## src/rtl/onehot_sequencer.sv

```systemverilog
// Purpose : walks a 4-bit one-hot code up or down for a programmed number of steps.
// Latency : start sampled at edge N gives the seed code during cycle N+1; done follows the last accept by one cycle.
// Backpressure: code and code_valid hold while code_ready is low; one code per cycle when ready is held high.
//
// Ports:
//   clk, rst          - single clock, asynchronous active-high reset
//   start, dir, steps - launch request; dir (0 = up, 1 = down) and steps (0 = 16) are sampled with start in IDLE
//   code, code_valid  - one-hot code offered to the consumer; code is 0000 whenever code_valid is low
//   code_ready        - consumer accept; a handshake is code_valid & code_ready
//   busy              - high while a run is in EMIT or DONE
//   done              - one-cycle pulse after the last code is accepted
//   err               - only when ONEHOT_SEQ_SELFCHECK_EN is defined: sticky flag for a malformed code
module onehot_sequencer (
  input  logic       clk,
  input  logic       rst,
  input  logic       start,
  input  logic       dir,
  input  logic [3:0] steps,
  output logic [3:0] code,
  output logic       code_valid,
  input  logic       code_ready,
  output logic       busy,
  output logic       done
`ifdef ONEHOT_SEQ_SELFCHECK_EN
  ,
  output logic       err
`endif
);

  typedef enum logic [1:0] {
    IDLE = 2'd0,
    EMIT = 2'd1,
    DONE = 2'd2
  } state_t;

  state_t     state;
  logic       dir_q;
  logic [4:0] remaining;  // 5 bits so that steps = 0 can be held as 16

  // All outputs are flops written alongside the state, so nothing
  // combinational reaches code / code_valid from code_ready.
  always_ff @(posedge clk or posedge rst) begin
    if (rst) begin
      state      <= IDLE;
      dir_q      <= 1'b0;
      remaining  <= 5'd0;
      code       <= 4'b0000;
      code_valid <= 1'b0;
      busy       <= 1'b0;
      done       <= 1'b0;
    end else begin
      case (state)
        IDLE: begin
          if (start) begin
            state      <= EMIT;
            dir_q      <= dir;
            remaining  <= (steps == 4'd0) ? 5'd16 : {1'b0, steps};
            code       <= dir ? 4'b1000 : 4'b0001;
            code_valid <= 1'b1;
            busy       <= 1'b1;
          end
        end

        EMIT: begin
          if (code_ready) begin
            if (remaining > 5'd1) begin
              remaining <= remaining - 5'd1;
              code      <= dir_q ? {code[0], code[3:1]} : {code[2:0], code[3]};
            end else begin
              // Last code accepted: blank the code so it never shows
              // outside a valid cycle, and raise done for one cycle.
              state      <= DONE;
              remaining  <= 5'd0;
              code       <= 4'b0000;
              code_valid <= 1'b0;
              done       <= 1'b1;
            end
          end
        end

        DONE: begin
          state <= IDLE;
          done  <= 1'b0;
          busy  <= 1'b0;
        end

        default: begin
          state      <= IDLE;
          remaining  <= 5'd0;
          code       <= 4'b0000;
          code_valid <= 1'b0;
          busy       <= 1'b0;
          done       <= 1'b0;
        end
      endcase
    end
  end

`ifdef ONEHOT_SEQ_SELFCHECK_EN
  // A power-of-two test: exactly one bit set iff nonzero and x & (x-1) == 0.
  logic code_onehot;
  logic code_bad;

  always_comb begin
    code_onehot = (code != 4'b0000) && ((code & (code - 4'd1)) == 4'b0000);
    code_bad    = code_valid ? !code_onehot : (code != 4'b0000);
  end

  always_ff @(posedge clk or posedge rst) begin
    if (rst) begin
      err <= 1'b0;
    end else if (code_bad) begin
      err <= 1'b1;
    end
  end
`endif

endmodule

```

## config.mk

```make
export PLATFORM = sky130hd
export DESIGN_NAME = onehot_sequencer
export DESIGN_NICKNAME = d
export VERILOG_FILES = /design/src/rtl/onehot_sequencer.sv
export SDC_FILE = /design/constraint.sdc
export NUM_CORES = 1
export LEC_CHECK = 0
export ABC_AREA = 0
export CELL_PAD_IN_SITES_DETAIL_PLACEMENT = 2
export CELL_PAD_IN_SITES_GLOBAL_PLACEMENT = 2
export CORE_AREA = 2 2 56 58
export CTS_BUF_LIST = sky130_fd_sc_hd__clkbuf_8
export CTS_CLUSTER_SIZE = 14
export DETAILED_ROUTE_END_ITERATION = 10
export DIE_AREA = 0 0 58 60
export GPL_TIMING_DRIVEN = 0
export PLACE_DENSITY_LB_ADDON = 0.1
export SYNTH_ARGS = -nofsm -noshare
export SYNTH_HDL_FRONTEND = slang
export SYNTH_SLANG_ARGS = --single-unit
```

## constraint.sdc

```tcl
create_clock -name clk -period 1.6 [get_ports clk]
set_input_delay 0.48 -clock clk [delete_from_list [all_inputs] [get_ports clk]]
set_output_delay 0.48 -clock clk [all_outputs]
set_load 0.01 [all_outputs]
```

# After elaboration in Yosys (flattened, before gate mapping)

Cells that the tools add are included.

Memories: 0
Memory bits (read-only): 0
Bits of input ports: 9
Flip-flop bits (word level): 15
Memory bits (writable): 0
Latch bits: 0
Output and inout bits: 7
Logic and storage cells: 48

Bitwise gates (word level): 3
Equal/unequal tests: 5
Reductions and logical operators: 8
$mul: 0
Shifts and indexed selects: 0
Magnitude comparators: 1
$add $sub $neg: 1
Div/mod/pow operators: 0
Mux-type cells: 23

Operators by type and width:

| operator              | count |
|---|---|
| $mux W4               | 5 |
| $mux W5               | 4 |
| $pmux W5 S3           | 1 |
| $pmux W4 S3           | 1 |
| $reduce_and A3 Y1     | 3 |
| $mux W2               | 3 |
| $ne A2 B2 Y1 const B  | 3 |
| $gt A5 B1 Y1 const B  | 1 |
| $mux W1               | 5 |
| $sub A5 B1 Y5 const B | 1 |
| $logic_not A4 Y1      | 1 |
| $pmux W1 S2           | 2 |
| $pmux W2 S2           | 1 |
| $reduce_and A2 Y1     | 2 |
| $reduce_and A4 Y1     | 1 |
| $not A1 Y1            | 3 |
| $pmux W1 S3           | 1 |
| $eq A2 B1 Y1 const B  | 1 |
| $eq A2 B2 Y1 const B  | 1 |
| $logic_not A2 Y1      | 1 |

# Logic depth before layout (Yosys ltp)

Gate-level depths: netlist of the first run.

Word-level depth: 4
Depth in mapped cells: 5
Gate-level depth less buffers: 5

# Worst setup path after synthesis of the first run

OpenSTA, ideal clock, no wires.

Kind: flip-flop to flip-flop
From: register remaining[0]
To: register remaining[4]
Setup time: 104 ps
Clock period less this slack: 1472 ps
Stages on the path, launching flop included: 5
Data required time: 1496 ps
Path buffers: 0
Setup slack: 128 ps
Data arrival time: 1368 ps
Path through: dfrtp_1 ha_1 o21bai_1 a211o_1 o311ai_1

Word-level cells in the longest chain between the ends: 4
Elaborated cells on any way between the ends: 5
Classes of those cells: add/sub (1); order compare (1); mux (3)

RTL lines:

| element                                       | RTL line | source |
|---|---|---|
| start: declaration                            | 38       | `logic [4:0] remaining;` |
| start signal: assignment                      | 57       | `remaining <= (steps == 4'd0) ? 5'd16 : {1'b0, steps};` |
| start signal: assignment                      | 67       | `remaining <= remaining - 5'd1;` |
| $sub A5 B1 Y5 or $gt A5 B1 Y1 (tied branches) | 67, 66   |  |
| $mux W5 (*)                                   | 66       | `if (remaining > 5'd1) begin` |
| $mux W5 (*)                                   | 65       | `if (code_ready) begin` |
| $pmux W5 S3 (*)                               | 52       | `case (state)` |

Mark *: on every way between the ends. The rest lies on a longest branch, timed or not. The select of a mux whose other input is x is not followed.
A chain may end at the register's enable or synchronous reset.

# Final worst setup path of the first run

From: register remaining[1]
To: register remaining[4]

The elaborated chain is that of the path after synthesis.

==> results.toml, run 1 <==
[run]
maxCapViolCount = 0

[timing]
tightestPinTransition_ns = 0.624
hold_viol = 0
grt_setup_unrepaired = "yes"
timing.setup.tns_ns = 0
slew-limit-headroom_pct = 58.4
timing.fmax_ghz = 0.638
min_period_ns = 1.57
clock_skew_ns = 0.00308
fin_crit_sh_pct = 98.0
drv_slew = 0
holdWs_ns = 0.489
setup_viol = 0

[global_routing]
groute.usage.overall_pct = 15.5
antenna_found_initial = 0
grt_pass1_wl_um = 4030
grt_max_degree = 16
overflow = 0
grt_pass1_vias = 810

[setup_path]
end_kind = "flip-flop"
arrival_ns = 1.72
r2r_setup_slack_ns = 0.03
crit_fanout = 7
worst_setup_path_start_kind = "flip-flop"
cp.required_ns = 1.76
path_class = "flip-flop to flip-flop"

[finish]
drive_above_1_share_pct = 25.9
nets = 120
fillers = 315
final_util_pct = 41.9
diodes = 0
syn2layout_area_growth_pct = 44.7
finalNonFillerCells = 141
final_area_um2 = 1210

[floorplanning]
initial_utilization_pct = 28.9
die_w_um = 58
die_h_um = 60
die_area_um2 = 3480
core_um2 = 2900
io_pins = 16
rows = 20

[cts]
insertion_delay_ns = 0.25
clock-root-buffer = "clkbuf_8"
cts_tree = "yes"
h-tree-depth = 1
hold_buffers = 0
cts_made_buffers = 3
cts_max_path_buffers = 2
clkSlewWorstSetupHoldPaths_ns = 0.07
clkSinkCount = 15

[synth]
syn_avg_cell_area_um2 = 10.2
yosys_warnings = 0
yosysSeqAreaShare_pct = 44.7
synth-seq-cells = 15
synth_cell_types = 36
synth_area_um2 = 840
ys_top_cells_by_area = "dfrtp_1 45%, mux2i_1 4.8%, nand3_1 4.8%"
synth_nets = 93
netlist_instances = 82
synth_top_area_share_pct = 44.7
yosys.area.top_type = "dfrtp_1"

[place]
hpwlAfterDp_um = 1680
io_buffers = 15
gp_congestion = 0.653
placed_cells = 130
dpl_cell_area_um2 = 1030

[routing]
first_pass_iters = 3
antenna_left = 0
avgViaCountPerCell = 5.26
routed_wl_um = 2550
drc = 0
wl_per_cell_um = 18.1
dr_total_vias = 742
first_iter_violations = 22

[pwr]
cellLeakagePower_nw = 0.527
peakVddDrop_mv = 0.845
power.density_nw_per_um2 = 1940

[run_status]
status = "finished clean"

[hold_path]
min_path_type = "flip-flop to flip-flop"
[routing by layer]
layer | track usage (%) | part of all wire (%) | vias to the layer above
met4 | 4.32 | 0.31 | 0
li1 | - | - | 353
met1 | 18.5 | 43 | 377
met5 | 0 | 0 | -
met2 | 27.6 | 54 | 10
met3 | 4.11 | 2.7 | 2
[area by class of cell]
cell class	count	area, µm²	area share (%)
multi-input cells	56	489	40.3
flip-flops and latches	15	375	30.9
repair buffers	22	195	16.1
clock buffers	3	41.3	3.40
plain buffers	4	41.3	3.40
well taps	33	41.3	3.40
inverters	7	26.3	2.16
clock inverters	1	5.00	0.412
[through the flow]
| step | power, mW | worst slack, ns |
|---|---|---|
| 3_3_place_gp | 1.70 | -0.488 |
| 2_1_floorplan | 1.36 | 0.128 |
| 3_5_place_dp | 1.75 | -0.518 |
| 4_1_cts | 2.14 | 0.00349 |
| 6_report | 2.35 | 0.0327 |
| 5_1_grt | 2.54 | -0.0341 |
[synthesized netlist by cell type]
cell       number
a211o_1         1
a21o_1          1
a21oi_1         1
a311o_1         1
a32oi_1         2
a41oi_1         1
and2_1          1
and4b_1         1
buf_1           1
buf_2           1
buf_6           2
dfrtp_1        15
ha_1            2
inv_1           7
mux2i_1         4
nand2_1         8
nand2b_4        1
nand3_1         8
nor2_1          2
nor2b_1         1
nor3_1          1
nor3_2          1
nor3b_2         1
nor4_1          1
nor4bb_1        1
o211ai_1        4
o21ai_0         1
o21ai_1         1
o21bai_1        1
o221ai_1        1
o2bb2ai_1       1
o311ai_1        2
o31ai_1         2
or3b_1          1
or3b_4          1
xnor2_1         1
[flip-flops by register name, indices dropped and copies added, names as in the netlist]
name,cells
busy,1
code,4
code_valid,1
dir_q,1
done,1
remaining,5
state,2
[worst max-delay path, stage by stage (launching register included)]
cell      delay [ns]
dfrtp_1         0.36
inv_1           0.09
ha_1            0.19
o21bai_4        0.19
a211o_4         0.38
o311ai_2        0.26
[report_power, final]
group | switching [mW] | internal (mW) | total, mW | leakage, nW
combinational | 0.666 | 0.676 | 1.34 | 0.315
clock | 0.146 | 0.173 | 0.319 | 0.0255
sequential | 0.147 | 0.545 | 0.692 | 0.187
[path summary, 6_finish.rpt]
path / cells after the start / endpoint / from
hold reg to reg: 1 / done / done
min in group asynchronous: 2 / busy / rst
setup / recovery: 5 / remaining[4] / remaining[1]
hold / removal: 1 / done / done
setup reg to reg: 5 / remaining[4] / remaining[1]
max in group asynchronous: 2 / remaining[0] / rst
[layout by cell type, fill, tap and decap left out, types with 2 or more instances in the layout]
master,count
inv_1,6
dlygate4sd2_1,9
o311ai_2,2
buf_6,3
buf_4,6
nor2_1,2
nand2_1,8
o211ai_1,4
or3b_4,2
o31ai_1,2
nand3_1,8
a32oi_2,2
clkbuf_8,3
dfrtp_1,15
clkdlybuf4s50_1,6
mux2i_1,4
[logic make-up (layout without fill, tap and decap cells)]
family | after synthesis | after routing | share of synthesized area (%)
xor+xnor | 1 | 1 | 1.04
mux | 4 | 4 | 4.77
buf+inv | 11 | 37 | 6.85
simple gates | 29 | 29 | 21.2
flops | 15 | 15 | 44.7
fa+ha+maj | 2 | 2 | 2.98
compound gates | 20 | 20 | 18.5
[repair_timing]
item,4_1_cts,5_1_grt
resized for setup,14,15
endpoints found under the hold margin,0,0
setup buffers,4,3
endpoints found under the setup margin,17,2
pin swaps,1,4
Note: power is estimated with default switching activity, not from simulation.
==> inputs of run 2 (changes only) <==
Settings changed: MAX_ROUTING_LAYER set to met4.
==> results.toml, run 2 (synthesized netlist as in run 1, its figures left out) <==
[run_status]
status = "finished clean"

[routing]
avgViaCountPerCell = 5.22
antenna_left = 0
first_iter_violations = 24
wl_per_cell_um = 18.0
drc = 0
routed_wl_um = 2540
dr_total_vias = 736
first_pass_iters = 3

[cts]
clkSlewWorstSetupHoldPaths_ns = 0.07
h-tree-depth = 1
clock-root-buffer = "clkbuf_8"
cts_max_path_buffers = 2
cts_tree = "yes"
cts_made_buffers = 3
insertion_delay_ns = 0.25
clkSinkCount = 15

[timing]
tightestPinTransition_ns = 0.624
timing.fmax_ghz = 0.638
clock_skew_ns = 0.00315
setup_viol = 0
hold_viol = 0
fin_crit_sh_pct = 98.0
timing.setup.tns_ns = 0
min_period_ns = 1.57
holdWs_ns = 0.489
slew-limit-headroom_pct = 58.4
drv_slew = 0
grt_setup_unrepaired = "yes"

[global_routing]
met2_usage_pct = 27.6
antenna_found_initial = 0
grt_max_degree = 16
overflow = 0
grt-busiest-layer = "met2"
use_met3_pct = 4.11
grt_use_met1_pct = 18.4
grt_pass1_vias = 815
grt_pass1_wl_um = 4020
groute.usage.overall_pct = 16.0

[pwr]
power.density_nw_per_um2 = 1940
cellLeakagePower_nw = 0.527
peakVddDrop_mv = 0.846
total_power_mw = 2.35

[setup_path]
end_kind = "flip-flop"
arrival_ns = 1.73
r2r-start = "remaining[1]"
crit_family = "compound AO/OA/AOI/OAI gates"
rr_worst_depth = 5
cp-startpoint = "remaining[1]"
r2r_end = "remaining[4]"
worstPathCellList = "inv_1, ha_1, o21bai_4, a211o_4, o311ai_2"
worst_setup_path_start_kind = "flip-flop"
crit_path_max_incr_delay_ns = 0.38
slowest_stage = "a211o_4"
r2r_setup_slack_ns = 0.03
path_class = "flip-flop to flip-flop"
cp_num_buf_inv = 1
crit_fanout = 7
cp.required_ns = 1.76

[hold_path]
hold_path_startpoint = "done"
worstHoldEndpoint = "done"
whs_path_depth = 1
min_path_type = "flip-flop to flip-flop"

[finish]
most-common-layout-cells = "15 x dfrtp_1, 9 x dlygate4sd2_1, 8 x nand3_1, 8 x nand2_1"
drive_above_1_share_pct = 25.9
top_register = "remaining"
reg.largest.list = "remaining (5), code (4), state (2)"
diodes = 0
fillers = 315
seq_area_um2 = 375
syn2layout_area_growth_pct = 44.7
final_common_cell = "dfrtp_1"
nets = 120
multi_input_area_um2 = 489
finalNonFillerCells = 141
largest_reg_flops = 5

[floorplanning]
rows = 20
die_h_um = 60
initial_utilization_pct = 28.9
die_area_um2 = 3480
io_pins = 16
die_w_um = 58
core_um2 = 2900

[place]
io_buffers = 15
hpwlAfterDp_um = 1680
gp_congestion = 0.659
placed_cells = 130

[run]
maxCapViolCount = 0
-- run 2: cell counts in the layout (fill, tap and decap cells not counted) --
Identical to the previous run, type by type.
-- run 2: cell type report --
class                   count  area share (%)
plain buffers               4            3.40
clock buffers               3            3.40
clock inverters             1           0.412
inverters                   7            2.16
multi-input cells          56            40.3
flip-flops and latches     15            30.9
well taps                  33            3.40
repair buffers             22            16.1
-- run 2: per-stage QoR --
| step | worst slack, ns | area [µm²] | utilization (%) |
|---|---|---|---|
| 3_5_place_dp | -0.518 | 1030 | 35.5 |
| 3_3_place_gp | -0.488 | 1030 | 35.5 |
| 6_report | 0.0324 | 1210 | 41.9 |
| 5_1_grt | -0.0341 | 1210 | 41.9 |
| 4_1_cts | 0.00349 | 1120 | 38.6 |
| 2_1_floorplan | 0.128 | 840 | - |
-- run 2: power by group --
group	internal [mW]	leakage (nW)	switching, mW
sequential	0.545	0.187	0.146
clock	0.173	0.0255	0.147
combinational	0.676	0.315	0.666
total	1.39	0.527	0.958
-- run 2: worst max-delay path by stage --
stage | to | slack (ns) | cells after the start
3_5_place_dp | code[1] | -0.52 | 4
2_1_floorplan | remaining[4] | 0.13 | 4
4_1_cts | remaining[4] | 0.003 | 5
6_report | remaining[4] | 0.03 | 5
3_3_place_gp | code[1] | -0.49 | 4
5_1_grt | code[1] | -0.03 | 4
-- run 2: what timing repair did --
item	in CTS	in global routing
pin swaps	1	4
hold buffers	0	0
endpoints found under the setup margin	17	2
hold endpoints to repair	0	0
setup buffers	4	3
resized for setup	14	15
-- run 2: per-layer routing --
layer	share of wire, %	vias to the layer above
met5	0	-
met4	0.32	0
met3	2.8	2
met2	54	10
met1	43	371
li1	-	353
==> inputs of run 3 (changes only) <==
Settings changed: SKIP_CTS_REPAIR_TIMING set to 1.
==> results.toml, run 3 (synthesized netlist as in run 1, its figures left out) <==
[run_status]
status = "finished clean"

[pwr]
p_clk_share_pct = 12.8
switchingPower_uw = 996
power.density_nw_per_um2 = 1930
total_power_mw = 2.50
p_seq_share_pct = 28.7
internal_power_mw = 1.51
comb_power_share_pct = 58.5
peakVddDrop_mv = 0.864
cellLeakagePower_nw = 0.635
swShare_pct = 39.8

[finish]
syn2layout_area_growth_pct = 54.2
drive_above_1_share_pct = 31.3
finalNonFillerCells = 145
reg.largest.list = "remaining (5), code (4), state (2)"
fillers = 304
top_register = "remaining"
largest_reg_flops = 5
diodes = 0
final_area_um2 = 1290
most-common-layout-cells = "14 x dfrtp_1, 10 x buf_4, 9 x dlymetal6s2s_1"
final_util_pct = 44.6
nets = 124
final_common_cell = "dfrtp_1"

[routing]
first_iter_violations = 19
avgViaCountPerCell = 5.19
drc = 0
routed_wl_um = 2550
antenna_left = 0
dr_total_vias = 752
wl_per_cell_um = 17.6
first_pass_iters = 4

[cts]
clkSinkCount = 15
clock-root-buffer = "clkbuf_8"
cts_tree = "yes"
insertion_delay_ns = 0.25
cts_made_buffers = 3
h-tree-depth = 1
clkSlewWorstSetupHoldPaths_ns = 0.07
cts_max_path_buffers = 2

[setup_path]
crit_path_max_incr_delay_ns = 0.44
arrival_ns = 1.75
cp-startpoint = "remaining[0]"
crit_family = "compound AO/OA/AOI/OAI gates"
cp.required_ns = 1.75
path_class = "flip-flop to flip-flop"
r2r-start = "remaining[0]"
cp_num_buf_inv = 0
crit_fanout = 7
worstPathCellList = "ha_2, o21bai_4, a211o_4, o311ai_2"
worst_setup_path_start_kind = "flip-flop"
end_kind = "flip-flop"
slowest_stage = "dfrtp_2"

[global_routing]
grt_pass1_wl_um = 3840
grt_max_degree = 16
met2_usage_pct = 26.1
overflow = 0
grt_pass1_vias = 770
grt-busiest-layer = "met2"
use_met3_pct = 4.11
groute.usage.overall_pct = 15.3
antenna_found_initial = 0
grt_use_met1_pct = 17.8

[timing]
min_period_ns = 1.60
tightestPinTransition_ns = 0.636
hold_viol = 0
slew-limit-headroom_pct = 57.5
timing.final.ws_setup_ns = 0.00399
fin_crit_sh_pct = 99.8
setup_viol = 0
timing.setup.tns_ns = 0
clock_skew_ns = 0.00104
timing.fmax_ghz = 0.627
holdWs_ns = 0.491
drv_slew = 0

[floorplanning]
die_h_um = 60
die_area_um2 = 3480
core_um2 = 2900
io_pins = 16
initial_utilization_pct = 28.9
rows = 20
die_w_um = 58

[run]
maxCapViolCount = 0

[place]
io_buffers = 15
placed_cells = 130
gp_congestion = 0.659
dp_slack_ns = -0.518
dpl_cell_area_um2 = 1030
hpwlAfterDp_um = 1680

[hold_path]
hold_path_startpoint = "done"
min_path_type = "flip-flop to flip-flop"
[run 3: metal layers]
| layer | routed length (µm) | share of wire [%] |
|---|---|---|
| met1 | 1140 | 45 |
| met2 | 1340 | 53 |
| met3 | 57 | 2.2 |
| met4 | 8 | 0.31 |
| met5 | 0 | 0 |
[run 3: area by class of cell]
cell class,count,area (µm²),share of cell area [%]
clock inverter,1,5.00,0.386
timing repair buffer,26,259,20.0
multi-input combinational,56,502,38.7
inverter,7,28.8,2.22
clock buffer,3,41.3,3.19
tap,33,41.3,3.19
buffer,4,41.3,3.19
sequential,15,377,29.1
[run 3: power groups by stage]
stage	logic [mW]	registers [mW]	clock network (mW)
5_1_grt	1.58	0.744	0.356
3_5_place_dp	1.05	0.704	0
6_report	1.46	0.719	0.321
4_1_cts	1.05	0.700	0.335
2_1_floorplan	0.654	0.704	0
3_3_place_gp	1.01	0.692	0
[run 3: worst register-to-register path: stages (launching register included)]
cell	delay, ns
dfrtp_2	0.44
ha_2	0.19
o21bai_4	0.19
a211o_4	0.41
o311ai_2	0.27
[run 3: path summary, 6_finish.rpt]
path	to	slack [ns]	cells after the start
worst max-delay path	remaining[4]	0.004	4
worst max register to register	remaining[4]	0.004	4
min in group asynchronous	busy	0.61	2
max in group asynchronous	remaining[0]	0.54	2
worst min-delay path	done	0.49	1
worst min register to register	done	0.49	1
